[src/rtl/hazard_control_unit_if.sv]
// rtl/hazard_control_unit_if.sv - decode/execute hazard signals between the pipeline and the hazard unit
// Optional perf counter signals exist only when HAZARD_PERF_EN is defined.
interface hazard_control_unit_if #(
  parameter int REG_ADDR_LEN = 5
`ifdef HAZARD_PERF_EN
  , parameter int PERF_WIDTH = 16
`endif
);
  logic [REG_ADDR_LEN-1:0] id_rs1;
  logic [REG_ADDR_LEN-1:0] id_rs2;
  logic                    id_uses_rs2;
  logic                    ex_mem_read;
  logic [REG_ADDR_LEN-1:0] ex_rd;
  logic                    branch_taken;
  logic                    imem_ready;
  logic                    pc_write;
  logic                    if_id_write;
  logic                    if_flush;
  logic                    id_ex_bubble;
`ifdef HAZARD_PERF_EN
  logic [PERF_WIDTH-1:0]   stall_count;
  logic [PERF_WIDTH-1:0]   flush_count;
`endif

  modport master (
    output id_rs1, id_rs2, id_uses_rs2, ex_mem_read, ex_rd, branch_taken, imem_ready,
    input  pc_write, if_id_write, if_flush, id_ex_bubble
`ifdef HAZARD_PERF_EN
    , input stall_count, flush_count
`endif
  );

  modport slave (
    input  id_rs1, id_rs2, id_uses_rs2, ex_mem_read, ex_rd, branch_taken, imem_ready,
    output pc_write, if_id_write, if_flush, id_ex_bubble
`ifdef HAZARD_PERF_EN
    , output stall_count, flush_count
`endif
  );
endinterface

[src/rtl/hazard_control_unit.sv]
// rtl/hazard_control_unit.sv - pipeline stall/flush control for load-use, taken branch and imem wait
// Optional stall/flush perf counters are built when HAZARD_PERF_EN is defined.
module hazard_control_unit #(
  parameter int REG_ADDR_LEN      = 5,
  parameter int LOAD_STALL_CYCLES = 1,
  parameter int FLUSH_CYCLES      = 1
`ifdef HAZARD_PERF_EN
  , parameter int PERF_WIDTH      = 16
`endif
) (
  input  logic                 clk,
  input  logic                 rst,
  hazard_control_unit_if.slave hz
);
  localparam int MAX_CYCLES = (LOAD_STALL_CYCLES > FLUSH_CYCLES) ? LOAD_STALL_CYCLES : FLUSH_CYCLES;
  localparam int CW = $clog2(MAX_CYCLES) + 1;
  localparam logic [REG_ADDR_LEN-1:0] REG_ZERO = '0;

  typedef enum logic [1:0] {
    RUN     = 2'd0,
    LDSTALL = 2'd1,
    FLUSH   = 2'd2,
    IMWAIT  = 2'd3
  } state_t;

  state_t        state_q, state_d;
  logic [CW-1:0] cnt_q, cnt_d;
  logic          load_use;
  logic          pc_write_c, if_id_write_c, if_flush_c, id_ex_bubble_c;

  assign load_use = hz.ex_mem_read && (hz.ex_rd != REG_ZERO) &&
                    ((hz.ex_rd == hz.id_rs1) || (hz.id_uses_rs2 && (hz.ex_rd == hz.id_rs2)));

  always_ff @(posedge clk or negedge rst) begin
    if (!rst) begin
      state_q <= RUN;
      cnt_q   <= '0;
    end else begin
      state_q <= state_d;
      cnt_q   <= cnt_d;
    end
  end

  always_comb begin
    state_d        = state_q;
    cnt_d          = cnt_q;
    pc_write_c     = 1'b1;
    if_id_write_c  = 1'b1;
    if_flush_c     = 1'b0;
    id_ex_bubble_c = 1'b0;
    // A redirect discards whatever is in flight, so it overrides every state.
    if (hz.branch_taken) begin
      if_flush_c     = 1'b1;
      id_ex_bubble_c = 1'b1;
      if (FLUSH_CYCLES > 1) begin
        state_d = FLUSH;
        cnt_d   = CW'(FLUSH_CYCLES - 1);
      end else begin
        state_d = RUN;
        cnt_d   = '0;
      end
    end else if (!hz.imem_ready) begin
      pc_write_c     = 1'b0;
      if_id_write_c  = 1'b0;
      id_ex_bubble_c = 1'b1;
      state_d        = IMWAIT;
      cnt_d          = '0;
    end else begin
      unique case (state_q)
        RUN: begin
          if (load_use) begin
            pc_write_c     = 1'b0;
            if_id_write_c  = 1'b0;
            id_ex_bubble_c = 1'b1;
            if (LOAD_STALL_CYCLES > 1) begin
              state_d = LDSTALL;
              cnt_d   = CW'(LOAD_STALL_CYCLES - 1);
            end
          end
        end
        LDSTALL: begin
          pc_write_c     = 1'b0;
          if_id_write_c  = 1'b0;
          id_ex_bubble_c = 1'b1;
          cnt_d          = cnt_q - CW'(1);
          if (cnt_q == CW'(1)) state_d = RUN;
        end
        FLUSH: begin
          if_flush_c     = 1'b1;
          id_ex_bubble_c = 1'b1;
          cnt_d          = cnt_q - CW'(1);
          if (cnt_q == CW'(1)) state_d = RUN;
        end
        IMWAIT: begin
          if (load_use) begin
            pc_write_c     = 1'b0;
            if_id_write_c  = 1'b0;
            id_ex_bubble_c = 1'b1;
          end
          state_d = RUN;
        end
        default: state_d = RUN;
      endcase
    end
  end

  assign hz.pc_write     = rst & pc_write_c;
  assign hz.if_id_write  = rst & if_id_write_c;
  assign hz.if_flush     = rst & if_flush_c;
  assign hz.id_ex_bubble = rst & id_ex_bubble_c;

`ifdef HAZARD_PERF_EN
  logic [PERF_WIDTH-1:0] stall_count_q, flush_count_q;

  always_ff @(posedge clk or negedge rst) begin
    if (!rst) begin
      stall_count_q <= '0;
      flush_count_q <= '0;
    end else begin
      if (!pc_write_c && (stall_count_q != {PERF_WIDTH{1'b1}}))
        stall_count_q <= stall_count_q + PERF_WIDTH'(1);
      if (if_flush_c && (flush_count_q != {PERF_WIDTH{1'b1}}))
        flush_count_q <= flush_count_q + PERF_WIDTH'(1);
    end
  end

  assign hz.stall_count = stall_count_q;
  assign hz.flush_count = flush_count_q;
`endif
endmodule

[src/flat_wrapper.sv]
// flat-port wrapper written by rule: the top's interface ports become plain ports
module hazard_control_unit_flat 
#(
  parameter int REG_ADDR_LEN      = 5,
  parameter int LOAD_STALL_CYCLES = 1,
  parameter int FLUSH_CYCLES      = 1

)
  (clk, rst, hz_id_rs1, hz_id_rs2, hz_id_uses_rs2, hz_ex_mem_read, hz_ex_rd, hz_branch_taken, hz_imem_ready, hz_pc_write, hz_if_id_write, hz_if_flush, hz_id_ex_bubble);
  hazard_control_unit_if #(.REG_ADDR_LEN(REG_ADDR_LEN)) hz_i ();
  input  logic clk;
  input  logic rst;
  input wire logic [$bits(hz_i.id_rs1)-1:0] hz_id_rs1;
  input wire logic [$bits(hz_i.id_rs2)-1:0] hz_id_rs2;
  input wire logic [$bits(hz_i.id_uses_rs2)-1:0] hz_id_uses_rs2;
  input wire logic [$bits(hz_i.ex_mem_read)-1:0] hz_ex_mem_read;
  input wire logic [$bits(hz_i.ex_rd)-1:0] hz_ex_rd;
  input wire logic [$bits(hz_i.branch_taken)-1:0] hz_branch_taken;
  input wire logic [$bits(hz_i.imem_ready)-1:0] hz_imem_ready;
  output wire logic [$bits(hz_i.pc_write)-1:0] hz_pc_write;
  output wire logic [$bits(hz_i.if_id_write)-1:0] hz_if_id_write;
  output wire logic [$bits(hz_i.if_flush)-1:0] hz_if_flush;
  output wire logic [$bits(hz_i.id_ex_bubble)-1:0] hz_id_ex_bubble;
  assign hz_i.id_rs1 = hz_id_rs1;
  assign hz_i.id_rs2 = hz_id_rs2;
  assign hz_i.id_uses_rs2 = hz_id_uses_rs2;
  assign hz_i.ex_mem_read = hz_ex_mem_read;
  assign hz_i.ex_rd = hz_ex_rd;
  assign hz_i.branch_taken = hz_branch_taken;
  assign hz_i.imem_ready = hz_imem_ready;
  assign hz_pc_write = hz_i.pc_write;
  assign hz_if_id_write = hz_i.if_id_write;
  assign hz_if_flush = hz_i.if_flush;
  assign hz_id_ex_bubble = hz_i.id_ex_bubble;
  hazard_control_unit #(.REG_ADDR_LEN(REG_ADDR_LEN), .LOAD_STALL_CYCLES(LOAD_STALL_CYCLES), .FLUSH_CYCLES(FLUSH_CYCLES)) u_core (.clk(clk), .rst(rst), .hz(hz_i));
endmodule
[config.mk]
export PLATFORM = sky130hd
export DESIGN_NAME = hazard_control_unit_flat
export DESIGN_NICKNAME = d
export VERILOG_FILES = /design/src/rtl/hazard_control_unit_if.sv /design/src/rtl/hazard_control_unit.sv /design/src/flat_wrapper.sv
export SDC_FILE = /design/constraint.sdc
export NUM_CORES = 1
export LEC_CHECK = 0
export ABC_AREA = 1
export ABC_CLOCK_PERIOD_IN_PS = 1000
export CAP_MARGIN = 25
export CORE_AREA = 3 3 40 42
export DETAILED_ROUTE_END_ITERATION = 8
export DIE_AREA = 0 0 43 45
export PLACE_DENSITY = 0.56
export SETUP_SLACK_MARGIN = 0.3
export SYNTH_ARGS = -nofsm -noshare
export SYNTH_HDL_FRONTEND = slang
export SYNTH_SLANG_ARGS = --single-unit
[constraint.sdc]
create_clock -name clk -period 1 [get_ports clk]
set_input_delay 0.15 -clock clk [delete_from_list [all_inputs] [get_ports clk]]
set_output_delay 0.15 -clock clk [all_outputs]
set_load 0.05 [all_outputs]
# After elaboration in Yosys (flattened, before gate mapping)

Cells that the tools add are included.
W data, S select, Z words.

Logic and storage cells: 41
Register bits after elaboration: 3

Muxes and demuxes: 18
$add $sub $neg: 1
Equal/unequal tests: 8
Reduce and logical (&&, ||, !) cells: 9
Bitwise logic cells: 3

Operator list:

| cell                  | count |
|---|---|
| $mux W1               | 12 |
| $eq A5 B5 Y1          | 2 |
| $ne A4 B3 Y1 const B  | 2 |
| $mux W2               | 3 |
| $reduce_bool A5 Y1    | 1 |
| $eq A2 B2 Y1 const B  | 2 |
| $pmux W1 S2           | 2 |
| $pmux W2 S2           | 1 |
| $reduce_or A2 Y1      | 2 |
| $and A1 B1 Y1         | 3 |
| $logic_and A1 B1 Y1   | 3 |
| $ne A3 B3 Y1 const B  | 1 |
| $eq A2 B1 Y1 const B  | 1 |
| $logic_not A2 Y1      | 1 |
| $reduce_and A2 Y1     | 1 |
| $logic_or A1 B1 Y1    | 1 |
| $sub A1 B1 Y1 const B | 1 |

# Depth between registers and ports, before layout

Depth after elaboration: 9
Depth in mapped cells: 10
Depth with buffers taken out: 10

# Worst setup path before layout

No wires, ideal clock.

Kind: input to output
Start point: in hz_ex_rd[3]
End point: out hz_pc_write
Buffers on the path: 1
Slack: -0.399 ns
Cell stages on the path: 8
Data arrival time: 1.249 ns
Cells stage by stage: inv_1 nand4_1 o21ai_0 inv_1 nand2_1 nand3_1 nand2_1 buf_4

Word-level cells in the longest chain between the ends: 9

Ends and longest elaborated chain:

| item                      | line                      | RTL |
|---|---|---|
| from (decl)               | flat_wrapper.sv:17        | `input wire logic [$bits(hz_i.ex_rd)-1:0] hz_ex_rd;` |
| $eq A5 B5 Y1              | hazard_control_unit.sv:32 | `((hz.ex_rd == hz.id_rs1) \|\| (hz.id_uses_rs2 && (hz.ex_rd == hz.id_rs2)));` |
| $logic_and A1 B1 Y1       | hazard_control_unit.sv:32 |  |
| $logic_or A1 B1 Y1        | hazard_control_unit.sv:32 |  |
| $logic_and A1 B1 Y1 (*)   | hazard_control_unit.sv:31 | `assign load_use = hz.ex_mem_read && (hz.ex_rd != REG_ZERO) &&` |
| $mux W1 (*)               | -                         |  |
| $pmux W1 S2 (*)           | -                         |  |
| $mux W1 (*) (2 in series) | -                         |  |
| $and A1 B1 Y1 (*)         | -                         |  |
| to (decl)                 | flat_wrapper.sv:20        | `output wire logic [$bits(hz_i.pc_write)-1:0] hz_pc_write;` |

Every way passes the cells marked *; elsewhere a longest branch is shown, timed or not.

# Final worst setup path

Start point: in hz_ex_rd[1]
End point: out hz_id_ex_bubble

Word-level cells in the longest chain between the ends: 9

Ends and longest elaborated chain:

| item                    | line                                                 | RTL |
|---|---|---|
| $eq A5 B5 Y1            | hazard_control_unit.sv:32                            |  |
| $logic_and A1 B1 Y1     | hazard_control_unit.sv:32                            |  |
| $logic_or A1 B1 Y1      | hazard_control_unit.sv:32                            |  |
| $logic_and A1 B1 Y1 (*) | hazard_control_unit.sv:31                            |  |
| $mux W1 (*)             | hazard_control_unit.sv:71, hazard_control_unit.sv:95 |  |
| $pmux W1 S2 (*)         | hazard_control_unit.sv:69                            | `unique case (state_q)` |
| $mux W1 (*)             | hazard_control_unit.sv:62                            | `end else if (!hz.imem_ready) begin` |
| $mux W1 (*)             | hazard_control_unit.sv:52                            | `if (hz.branch_taken) begin` |
| $and A1 B1 Y1 (*)       | hazard_control_unit.sv:110                           | `assign hz.id_ex_bubble = rst & id_ex_bubble_c;` |
| to (decl)               | flat_wrapper.sv:23                                   | `output wire logic [$bits(hz_i.id_ex_bubble)-1:0] hz_id_ex_bubble;` |

Marks and branches as above.

==> run_results.csv <==
group,metric,value,unit
worst_setup_path,critPathRequiredTime,0.85,ns
pwr,ir_drop,0.000167,V
floorplan,io_pins,25,
detailed_routing,via_per_inst,3.87,
placed_design,portBuffers,24,
timing,tightest_slew,0.124,ns
final_layout,clkbuf_count,0,
worst_setup_path,cp_max_fo,3,
worst_setup_path,startpoint_type,"input pin",
logic_synthesis,synth_cell_types,9,
min_path,hold_path_class,"in2out",
placed_design,placed_cell_area,614,sq um
final_layout,drive_above_1_share,0.517,
logic_synthesis,synth_area_per_cell,4.02,sq um
final_layout,fin_util,0.489,
clock_tree,post-cts-setup-buffers,0,
final_layout,fin_area,628,sq um
detailed_routing,ant_nets,0,
global_route,first_global_vias,304,
final_layout,seq_cells,0,
logic_synthesis,synth.area.mux_share,0,
timing,setup_viol,3,
logic_synthesis,yosys-top-cells-count,"nand2_1 (33), inv_1 (14), nor2_1 (6)",
detailed_routing,vias,395,
timing,rsz0062_at_grt,"yes",
timing,slew_headroom,0.917,
global_route,gr-total-overflow,0,
floorplan,fp.dieArea,1940,sq um
timing,layout_min_cycle_time,1.26,ns
pwr,fin_total_pwr,0.000300,W
placed_design,dp_hpwl,672,um
placed_design,gp_congestion,0.682,
worst_setup_path,crit_top_cell,"nand2_1",
pwr,p_leak,0.364,nW
detailed_routing,routed_wl,751,um
global_route,grt.total_usage,0.0730,
run_status,violations,"setup timing",
worst_setup_path,path_class,"in2out",
global_route,antenna_found_initial,0,
pwr,power_density,478,nW/um^2
floorplan,rows,13,
logic_synthesis,syn_inst,61,
run,drv_cap,0,
logic_synthesis,synthXorXnorAreaFrac,0.0357,
logic_synthesis,syn_nets,82,
timing,drv_slew,0,
final_layout,finish.net_count,110,
worst_setup_path,crit_path_max_incr_delay,0.13,ns
logic_synthesis,synth_top_area_share,0.505,
final_layout,diodes,0,
detailed_routing,wire_per_inst,7.36,um
floorplan,coreArea,1280,sq um
logic_synthesis,synthTopCellsByArea,"nand2_1 (51%), inv_1 (21%), nor2_1 (9.2%)",
logic_synthesis,seq_area_frac_synth,0,
logic_synthesis,synth_adder_area_share,0,
final_layout,area_growth_syn_to_layout,156,%
detailed_routing,drtIter0Drc,2,
floorplan,fp.dieH,45,um
final_layout,ff_latch_area,0,sq um
detailed_routing,drc,0,
timing,hold_viol_final,0,
worst_setup_path,end_kind,"primary output",
logic_synthesis,syn_area,245,sq um
floorplan,initial_core_util,0.191,
timing,fmax,0.795,GHz
timing,fin_ws,-0.258,ns
timing,timing.final.crit_share,1.26,
logic_synthesis,post_synth_and_or_nand_nor_area_fraction,0.684,
worst_setup_path,critPathArrivalTime,1.11,ns
floorplan,die_x,43,um
detailed_routing,dr.pass1.iters,2,
worst_setup_path,path_cells,"buf_6, buf_6, inv_12, nand2_2, nand2_1, nor2_1, nand3_1, nand2_1, nand2_2, nand2_1, nand2_1, nand2_2, buf_12",
worst_setup_path,slowest_stage,"buf_12",
clock_tree,cts_hold_buf,0,
logic_synthesis,synth_top_family_by_area,"simple AND/OR/NAND/NOR gates",
global_route,grt_start_max_net_pins,5,
logic_synthesis,yosys_warnings,0,
logic_synthesis,synth.most_common_cell,"nand2_1",
min_path,hold_depth,4,
global_route,grt_pass1_wl,1.16,mm
logic_synthesis,synth_compound_area_frac,0.0204,
placed_design,dp_slack,-0.687,ns
logic_synthesis,synth_top_area_cell,"nand2_1",
run_status,status,"finished with violations",
per-stage QoR:
step | cells | hold WS (ns) | setup TNS (ns)
floorplan | 61 | 0.479 | -0.0832
global placement | 102 | 1.03 | -2.28
detailed placement | 102 | 1.04 | -2.27
CTS | 102 | 0.646 | -0.729
global route | 102 | 0.659 | -1.03
finish | 102 | 0.642 | -0.707
layer usage:
layer / global-route usage / up-vias / routed length, um
li1: - / 231 / -
met1: 0.0952 / 147 / 336
met2: 0.141 / 17 / 337
met3: 0.00398 / 0 / 77
met4: 0 / 0 / 0
met5: 0 / - / 0
placed cells by master, fill, tap and decap left out:
cell,instances
buf_2,4
buf_12,4
inv_12,3
nand3_1,2
nand2_1,19
nand4_1,1
nor2_2,1
clkdlybuf4s50_1,1
inv_2,5
nand2_4,2
buf_6,6
xnor2_1,1
inv_1,7
nand3_2,1
clkdlybuf4s15_2,2
clkbuf_2,4
dlygate4sd2_1,3
nand2_2,12
nor2_1,5
buf_8,1
o21ai_1,1
clkdlybuf4s15_1,2
layout make-up:
class / instances / area (sq um)
Fill cell: 144 / 657
Multi-Input combinational cell: 45 / 234
Inverter: 15 / 93.8
Timing Repair Buffer: 27 / 282
Tap cell: 15 / 18.8
power breakdown:
part | leakage [nW] | total [W] | switching, W | internal (W)
registers | 0 | 0 | 0 | 0
clock network | 0 | 0 | 0 | 0
logic | 0.364 | 0.000300 | 0.000149 | 0.000152
worst max-delay path, delay by kind of cell:
kind / cells / cell delay [ns]
AND/OR/NAND/NOR: 9 / 0.61
buffers and inverters: 4 / 0.35
cell families after synthesis:
group | Yosys count
and+or+nand+nor | 43
AOI/OAI and AO/OA | 1
xor gates and xnor gates | 1
buffers and inverters | 16
final timing paths:
path               startpoint              end  slack (ns)
setup / recovery  hz_ex_rd[1]  hz_id_ex_bubble       -0.26
hold / removal            rst      hz_if_flush        0.64
what timing repair did:
action | 4_1_cts | 5_1_grt
pin swaps | 27 | 14
gates resized for setup | 69 | 10
endpoints found under the setup margin | 4 | 3
Power figures use the tool's default switching activity.
